### config.mk
export PLATFORM = sky130hd
export DESIGN_NAME = wb_rr_arbiter
export DESIGN_NICKNAME = d
export VERILOG_FILES = /design/src/rtl/wb_rr_arbiter.sv
export SDC_FILE = /design/constraint.sdc
export NUM_CORES = 1
export LEC_CHECK = 0
export CAP_MARGIN = 20
export CORE_AREA = 2 2 117 119
export DETAILED_ROUTE_END_ITERATION = 8
export DIE_AREA = 0 0 119 121
export GPL_ROUTABILITY_DRIVEN = 0
export GPL_TIMING_DRIVEN = 0
export SLEW_MARGIN = 20
export SYNTH_ARGS = -nofsm -noshare
export SYNTH_HDL_FRONTEND = slang
export SYNTH_SLANG_ARGS = --single-unit
### constraint.sdc
create_clock -name wb_clk_i -period 1.38 [get_ports wb_clk_i]
set_input_delay 0.276 -clock wb_clk_i [delete_from_list [all_inputs] [get_ports wb_clk_i]]
set_output_delay 0.276 -clock wb_clk_i [all_outputs]
set_load 0.02 [all_outputs]
### src/rtl/wb_rr_arbiter.sv
// Round-robin Wishbone B3 arbiter: NUM_MASTERS masters share one slave, ownership held for a whole wb_cyc.
// Optional stall watchdog enabled by defining WB_ARB_TIMEOUT_EN.
module wb_rr_arbiter #(
  parameter int unsigned aw          = 32,
  parameter int unsigned dw          = 32,
  parameter int unsigned NUM_MASTERS = 2,
  parameter int unsigned TIMEOUT     = 255
) (
  input  logic                        wb_clk_i,
  input  logic                        wb_rst_i,
  input  logic [NUM_MASTERS*aw-1:0]   wbm_adr_i,
  input  logic [NUM_MASTERS*dw-1:0]   wbm_dat_i,
  input  logic [NUM_MASTERS*dw/8-1:0] wbm_sel_i,
  input  logic [NUM_MASTERS-1:0]      wbm_we_i,
  input  logic [NUM_MASTERS-1:0]      wbm_cyc_i,
  input  logic [NUM_MASTERS-1:0]      wbm_stb_i,
  input  logic [NUM_MASTERS*3-1:0]    wbm_cti_i,
  input  logic [NUM_MASTERS*2-1:0]    wbm_bte_i,
  output logic [dw-1:0]               wbm_dat_o,
  output logic [NUM_MASTERS-1:0]      wbm_ack_o,
  output logic [NUM_MASTERS-1:0]      wbm_err_o,
  output logic [NUM_MASTERS-1:0]      wbm_rty_o,
  output logic [aw-1:0]               wbs_adr_o,
  output logic [dw-1:0]               wbs_dat_o,
  output logic [dw/8-1:0]             wbs_sel_o,
  output logic                        wbs_we_o,
  output logic                        wbs_cyc_o,
  output logic                        wbs_stb_o,
  output logic [2:0]                  wbs_cti_o,
  output logic [1:0]                  wbs_bte_o,
  input  logic [dw-1:0]               wbs_dat_i,
  input  logic                        wbs_ack_i,
  input  logic                        wbs_err_i,
  input  logic                        wbs_rty_i,
  output logic [NUM_MASTERS-1:0]      grant_o,
  output logic                        timeout_o
);

  localparam int unsigned SW = dw / 8;
  localparam int unsigned IW = (NUM_MASTERS > 1) ? $clog2(NUM_MASTERS) : 1;

  logic [NUM_MASTERS-1:0] grant;
  logic [NUM_MASTERS-1:0] nxt_grant;
  logic [IW-1:0]          last;
  logic [IW-1:0]          nxt_last;
  logic                   busy;
  logic                   fire;

  logic [aw-1:0]          s_adr;
  logic [dw-1:0]          s_dat;
  logic [SW-1:0]          s_sel;
  logic                   s_we;
  logic                   s_cyc;
  logic                   s_stb;
  logic [2:0]             s_cti;
  logic [1:0]             s_bte;

  assign busy = |grant;

  // Re-arbitrate when idle or the owner has released cyc; lowest offset from last+1 wins.
  always_comb begin
    nxt_grant = grant;
    nxt_last  = last;
    if (!(|(grant & wbm_cyc_i))) begin
      nxt_grant = '0;
      for (int i = int'(NUM_MASTERS); i >= 1; i--) begin
        for (int k = 0; k < int'(NUM_MASTERS); k++) begin
          if (wbm_cyc_i[k] && (k == (int'(last) + i) % int'(NUM_MASTERS))) begin
            nxt_grant    = '0;
            nxt_grant[k] = 1'b1;
            nxt_last     = IW'(k);
          end
        end
      end
    end
  end

  always_ff @(posedge wb_clk_i) begin
    if (wb_rst_i) begin
      grant <= '0;
      last  <= IW'(NUM_MASTERS - 1);
    end else begin
      grant <= nxt_grant;
      last  <= nxt_last;
    end
  end

  // Slave-side mux from the owner; everything reads zero while idle.
  always_comb begin
    s_adr = '0;
    s_dat = '0;
    s_sel = '0;
    s_we  = 1'b0;
    s_cyc = 1'b0;
    s_stb = 1'b0;
    s_cti = '0;
    s_bte = '0;
    for (int k = 0; k < int'(NUM_MASTERS); k++) begin
      if (grant[k]) begin
        s_adr = wbm_adr_i[k*aw +: aw];
        s_dat = wbm_dat_i[k*dw +: dw];
        s_sel = wbm_sel_i[k*SW +: SW];
        s_we  = wbm_we_i[k];
        s_cyc = wbm_cyc_i[k];
        s_stb = wbm_stb_i[k];
        s_cti = wbm_cti_i[k*3 +: 3];
        s_bte = wbm_bte_i[k*2 +: 2];
      end
    end
  end

`ifdef WB_ARB_TIMEOUT_EN
  logic [15:0] wd_cnt;
  logic        stall;

  assign stall = s_cyc & s_stb & ~(wbs_ack_i | wbs_err_i | wbs_rty_i);
  assign fire  = stall && (wd_cnt == 16'(TIMEOUT));

  // Counts unterminated strobe cycles of the current owner.
  always_ff @(posedge wb_clk_i) begin
    if (wb_rst_i) begin
      wd_cnt <= '0;
    end else if (fire || (nxt_grant != grant) || wbs_ack_i || wbs_err_i || wbs_rty_i) begin
      wd_cnt <= '0;
    end else if (stall) begin
      wd_cnt <= wd_cnt + 16'd1;
    end
  end
`else
  assign fire = 1'b0;
`endif

  assign wbs_adr_o = s_adr;
  assign wbs_dat_o = s_dat;
  assign wbs_sel_o = s_sel;
  assign wbs_we_o  = s_we;
  assign wbs_cyc_o = s_cyc;
  assign wbs_stb_o = s_stb & ~fire;
  assign wbs_cti_o = s_cti;
  assign wbs_bte_o = s_bte;

  assign wbm_dat_o = busy ? wbs_dat_i : '0;
  assign wbm_ack_o = grant & {NUM_MASTERS{wbs_ack_i}};
  assign wbm_err_o = grant & {NUM_MASTERS{wbs_err_i | fire}};
  assign wbm_rty_o = grant & {NUM_MASTERS{wbs_rty_i}};
  assign grant_o   = grant;
  assign timeout_o = fire;

endmodule

# Word-level counts from Yosys, hierarchy flattened
# Index checks and enable logic that the tools add are counted.
# totals
reg_bits	3
word_cells	48
# op_classes
addsub	2
n_eq_ne	2
n_mux	25
bitwise_logic	7
reduce_logical	10
# op_table
op	n
$mux 32	5
$logic_not 32->1	2
$mux 1	11
$mux 2	5
$and 2x2->2	4
$mux 4	2
$mux 3	2
$eq 2x2->1 const A	2
$logic_and 1x1->1	4
$reduce_bool 4->1	1
$reduce_or 2->1	2
$add 1x1->1 const B	2
$and 1x1->1 const A	2
$reduce_and 2->1	1
$not 1->1	1

# Logic depth before layout (Yosys ltp)
# logic_depth
depth_word	8
mapped_depth	5
mapped_depth_nobuf	3

# Worst setup path before layout
# Ideal clock, no wire load.
# synth_path
path_kind	flip-flop to output port
from	register grant[1], in the netlist grant_o[1]
to	output port wbs_cyc_o
arrival_ps	1271
slack_ps	-167
path_stages_with_launch	4
n_path_buf	2
cell_sequence	dfxtp_1 > buf_2 > buf_2 > o21ai_0
# synth_via
elab_chain_len	1
# synth_rtl
item	line_no	rtl
start: declaration	42	logic [NUM_MASTERS-1:0] grant;
start signal: assignment	83	grant <= nxt_grant;
$mux 1	99	if (grant[k]) begin
end: declaration	27	output logic wbs_cyc_o,
# No other way between the ends.

# Worst setup path in the final report
# layout_path
from	register grant[0], in the netlist grant_o[0]
to	output port wbs_adr_o[27]
# layout_via
elab_chain_len	2
# layout_rtl
item	line_no	rtl
$mux 32 (2 in series)	99	
end: declaration	23	output logic [aw-1:0] wbs_adr_o,
# No other way between the ends.

==> impl_metrics.json <==
{
  "max_clock_freq_mhz": 571,
  "drv_cap": 0,
  "drt-initial-drc-count": 32,
  "footprint_of_the_flip_flops_and_latches_um2": 65.1,
  "pin_count": 306,
  "die_h_um": 121,
  "synth-xor-area-share": 0,
  "dominant_combinational_cell_family_by_area_after_synthesis": "compound AO/OA/AOI/OAI gates",
  "hold_buffers": 0,
  "wl_per_cell_um": 16.6,
  "power.ir.vdd_worst_uv": 467,
  "fill_cells": 1203,
  "yosys.area_share.simple": 0.236,
  "mostFrequentLayoutCell": "clkdlybuf4s50_1",
  "nNetsFinal": 693,
  "synth-edff-count": 0,
  "arrival_ns": 1.48,
  "cts_root_buf": "clkbuf_16",
  "largest_net_degree_at_the_start_of_global_routing": 11,
  "final_critical_path_setup_slack_ns": -0.372,
  "syn_area_um2": 1220,
  "yosys.area_share.adder": 0,
  "drc": 0,
  "antenna_cells": 0,
  "syn2layout_area_growth_pct": 387,
  "most-common-layout-cells": "clkdlybuf4s50_1, buf_6, a22o_4",
  "critPathSlowestCell": "dfxtp_2",
  "tns_ns": -31.50,
  "leakagePower_nw": 2.70,
  "placement.io_buffers": 304,
  "timing.critical_path.cells": "nor2b_4 -> buf_12 -> clkbuf_16 -> clkbuf_16 -> a22o_4 -> buf_6",
  "post_route_antenna_net_violation_count": 0,
  "required_ns": 1.10,
  "final-max-slew-violation-count": 0,
  "fp.dieArea_um2": 14400,
  "rrSetupSlack_ns": 0.11,
  "syn-instance-count": 157,
  "fin_worst_skew_ns": 0.00286,
  "seq_area_frac_synth": 0.0493,
  "async_reset_ff_frac": 0,
  "cts_inserted_buffers": 3,
  "max_stage_delay_ns": 0.33,
  "first_pass_iters": 4,
  "endpoint_kind": "output pin",
  "hold_viol_final": 0,
  "tritoncts": "yes",
  "violations": "setup timing",
  "worstPathBufferInverterCount": 4,
  "worst_hold_slack_ns": 0.534,
  "ys_top_cells_by_area": "a22o_1, nor2b_1, buf_6",
  "source_to_sink_clock_delay_at_the_later_pin_of_the_worst_skew_pair_ns": 0.22,
  "routed_via_density": 4.05,
  "grt_pass1_vias": 3005,
  "cts.sinks": 3,
  "dr_total_vias": 2753,
  "first_pass_grt_wire_length_mm": 16.1,
  "core_um2": 13100,
  "run_status": "complete, but fails checks",
  "floorplan.die.width_um": 119,
  "min_period_ns": 1.75,
  "place_hpwl_mm": 8.91,
  "synth_compound_gate_area_share": 0.584,
  "yosysTopAreaCell": "a22o_1",
  "drive_above_1_share": 0.507,
  "powerDensity_nw_per_um2": 554,
  "rsz_0062_raised_after_global_routing": "yes",
  "start_kind": "register",
  "worstHoldPathType": "in -> reg",
  "critical-path-top-delay-family": "buffers and inverters",
  "gr-total-overflow": 0,
  "worstPathMaxFanout": 5,
  "crit_type": "reg -> out",
  "multi_input_comb_area_um2": 1600,
  "clk_path_buf_depth": 2,
  "yosys_register_bits": 3,
  "min_period_over_period": 1.27,
  "yosys_warnings": 0,
  "initial_core_util": 0.0930,
  "path_common_cell": "clkbuf_16",
  "synth.area.mux_share": 0,
  "cts.htree.levels": 1,
  "rows": 42,
  "worst_setup_hold_path_clk_slew_ns": 0.03,
  "totalWireLength_mm": 11.3,
  "setup_viol": 108,
  "synth.distinct_cells": 20,
  "syn_nets": 346,
  "synth_top_cell_area_share": 0.540,
  "postSynth.topFlopCell": "dfxtp_1",
  "synth_area_per_cell_um2": 7.75,
  "grt_util_all_layers": 0.139,
  "antenna_found_initial": 0
}
==> path summary, 6_finish.rpt <==
| kind | startpoint | to | cells after the start |
|---|---|---|---|
| hold reg to reg | last$_SDFFE_PP1P_ | last$_SDFFE_PP1P_ | 2 |
| setup / recovery | grant_o[0]$_SDFFE_PP0N_ | wbs_adr_o[27] | 6 |
| setup reg to reg | grant_o[1]$_SDFFE_PP0N_ | last$_SDFFE_PP1P_ | 6 |
| hold / removal | wbm_cyc_i[0] | grant_o[0]$_SDFFE_PP0N_ | 3 |
==> kinds of logic (layout without fill, tap and decap cells) <==
family	after synthesis	in the layout
buffers and inverters	23	369
other	1	1
AO/OA/AOI/OAI	83	83
AND/OR/NAND/NOR	47	47
flip-flops	3	3
==> synthesized netlist by cell type (2+ instances only) <==
library cell,count
a21o_1,2
a22o_1,75
and2_1,6
buf_2,13
buf_4,2
buf_6,6
dfxtp_1,3
nand2_1,4
nor2_1,2
nor2b_1,33
o21ai_0,2
==> per-layer routing <==
metal	vias up	share of wire	GRT usage
met5	-	0	0
met4	0	0.0030	0.00744
met3	4	0.080	0.0301
met2	162	0.55	0.275
met1	1281	0.37	0.158
li1	1306	-	-
==> metrics by stage <==
stage                util  instances  area (um2)  power, W  setup WS (ns)
finish              0.453        679        5930   0.00329         -0.372
global route        0.453        679        5930   0.00344         -0.405
CTS                 0.413        671        5400   0.00299         -0.491
detailed placement  0.376        637        4920   0.00229         -0.770
global placement    0.376        637        4920   0.00228         -0.755
floorplan               -        157        1660   0.00106        -0.0314
==> flip-flops by register name (all words and copies together) (netlist names) <==
| name | count |
|---|---|
| grant_o | 2 |
| last | 1 |
==> area by class of cell <==
class	instances	share of cell area
repair buffers	347	0.625
multi-input cells	131	0.270
plain buffers	17	0.0428
well taps	176	0.0371
clock buffers	4	0.0133
flip-flops and latches	3	0.0110
inverters	1	0.000633
==> timing repair <==
action	in CTS	in global routing
setup buffers	24	10
cloned	6	8
setup endpoints to repair	116	114
pin swaps	1	7
gates resized for setup	596	188
==> worst register-to-register path, stage by stage, from the launching register on <==
cell and delay [ns]:
dfxtp_4 0.37, buf_6 0.13, buf_4 0.12, buf_4 0.14, nor2b_2 0.12, o311ai_1 0.11, a21o_1 0.19
==> report_power, final <==
| part | total, W | internal (W) | switching, W |
|---|---|---|---|
| logic | 0.00272 | 0.00167 | 0.00106 |
| clock network | 0.000455 | 0.000381 | 0.0000745 |
| registers | 0.000106 | 0.0000950 | 0.0000113 |
| total | 0.00329 | 0.00214 | 0.00114 |
Power figures use the tool's default switching activity.
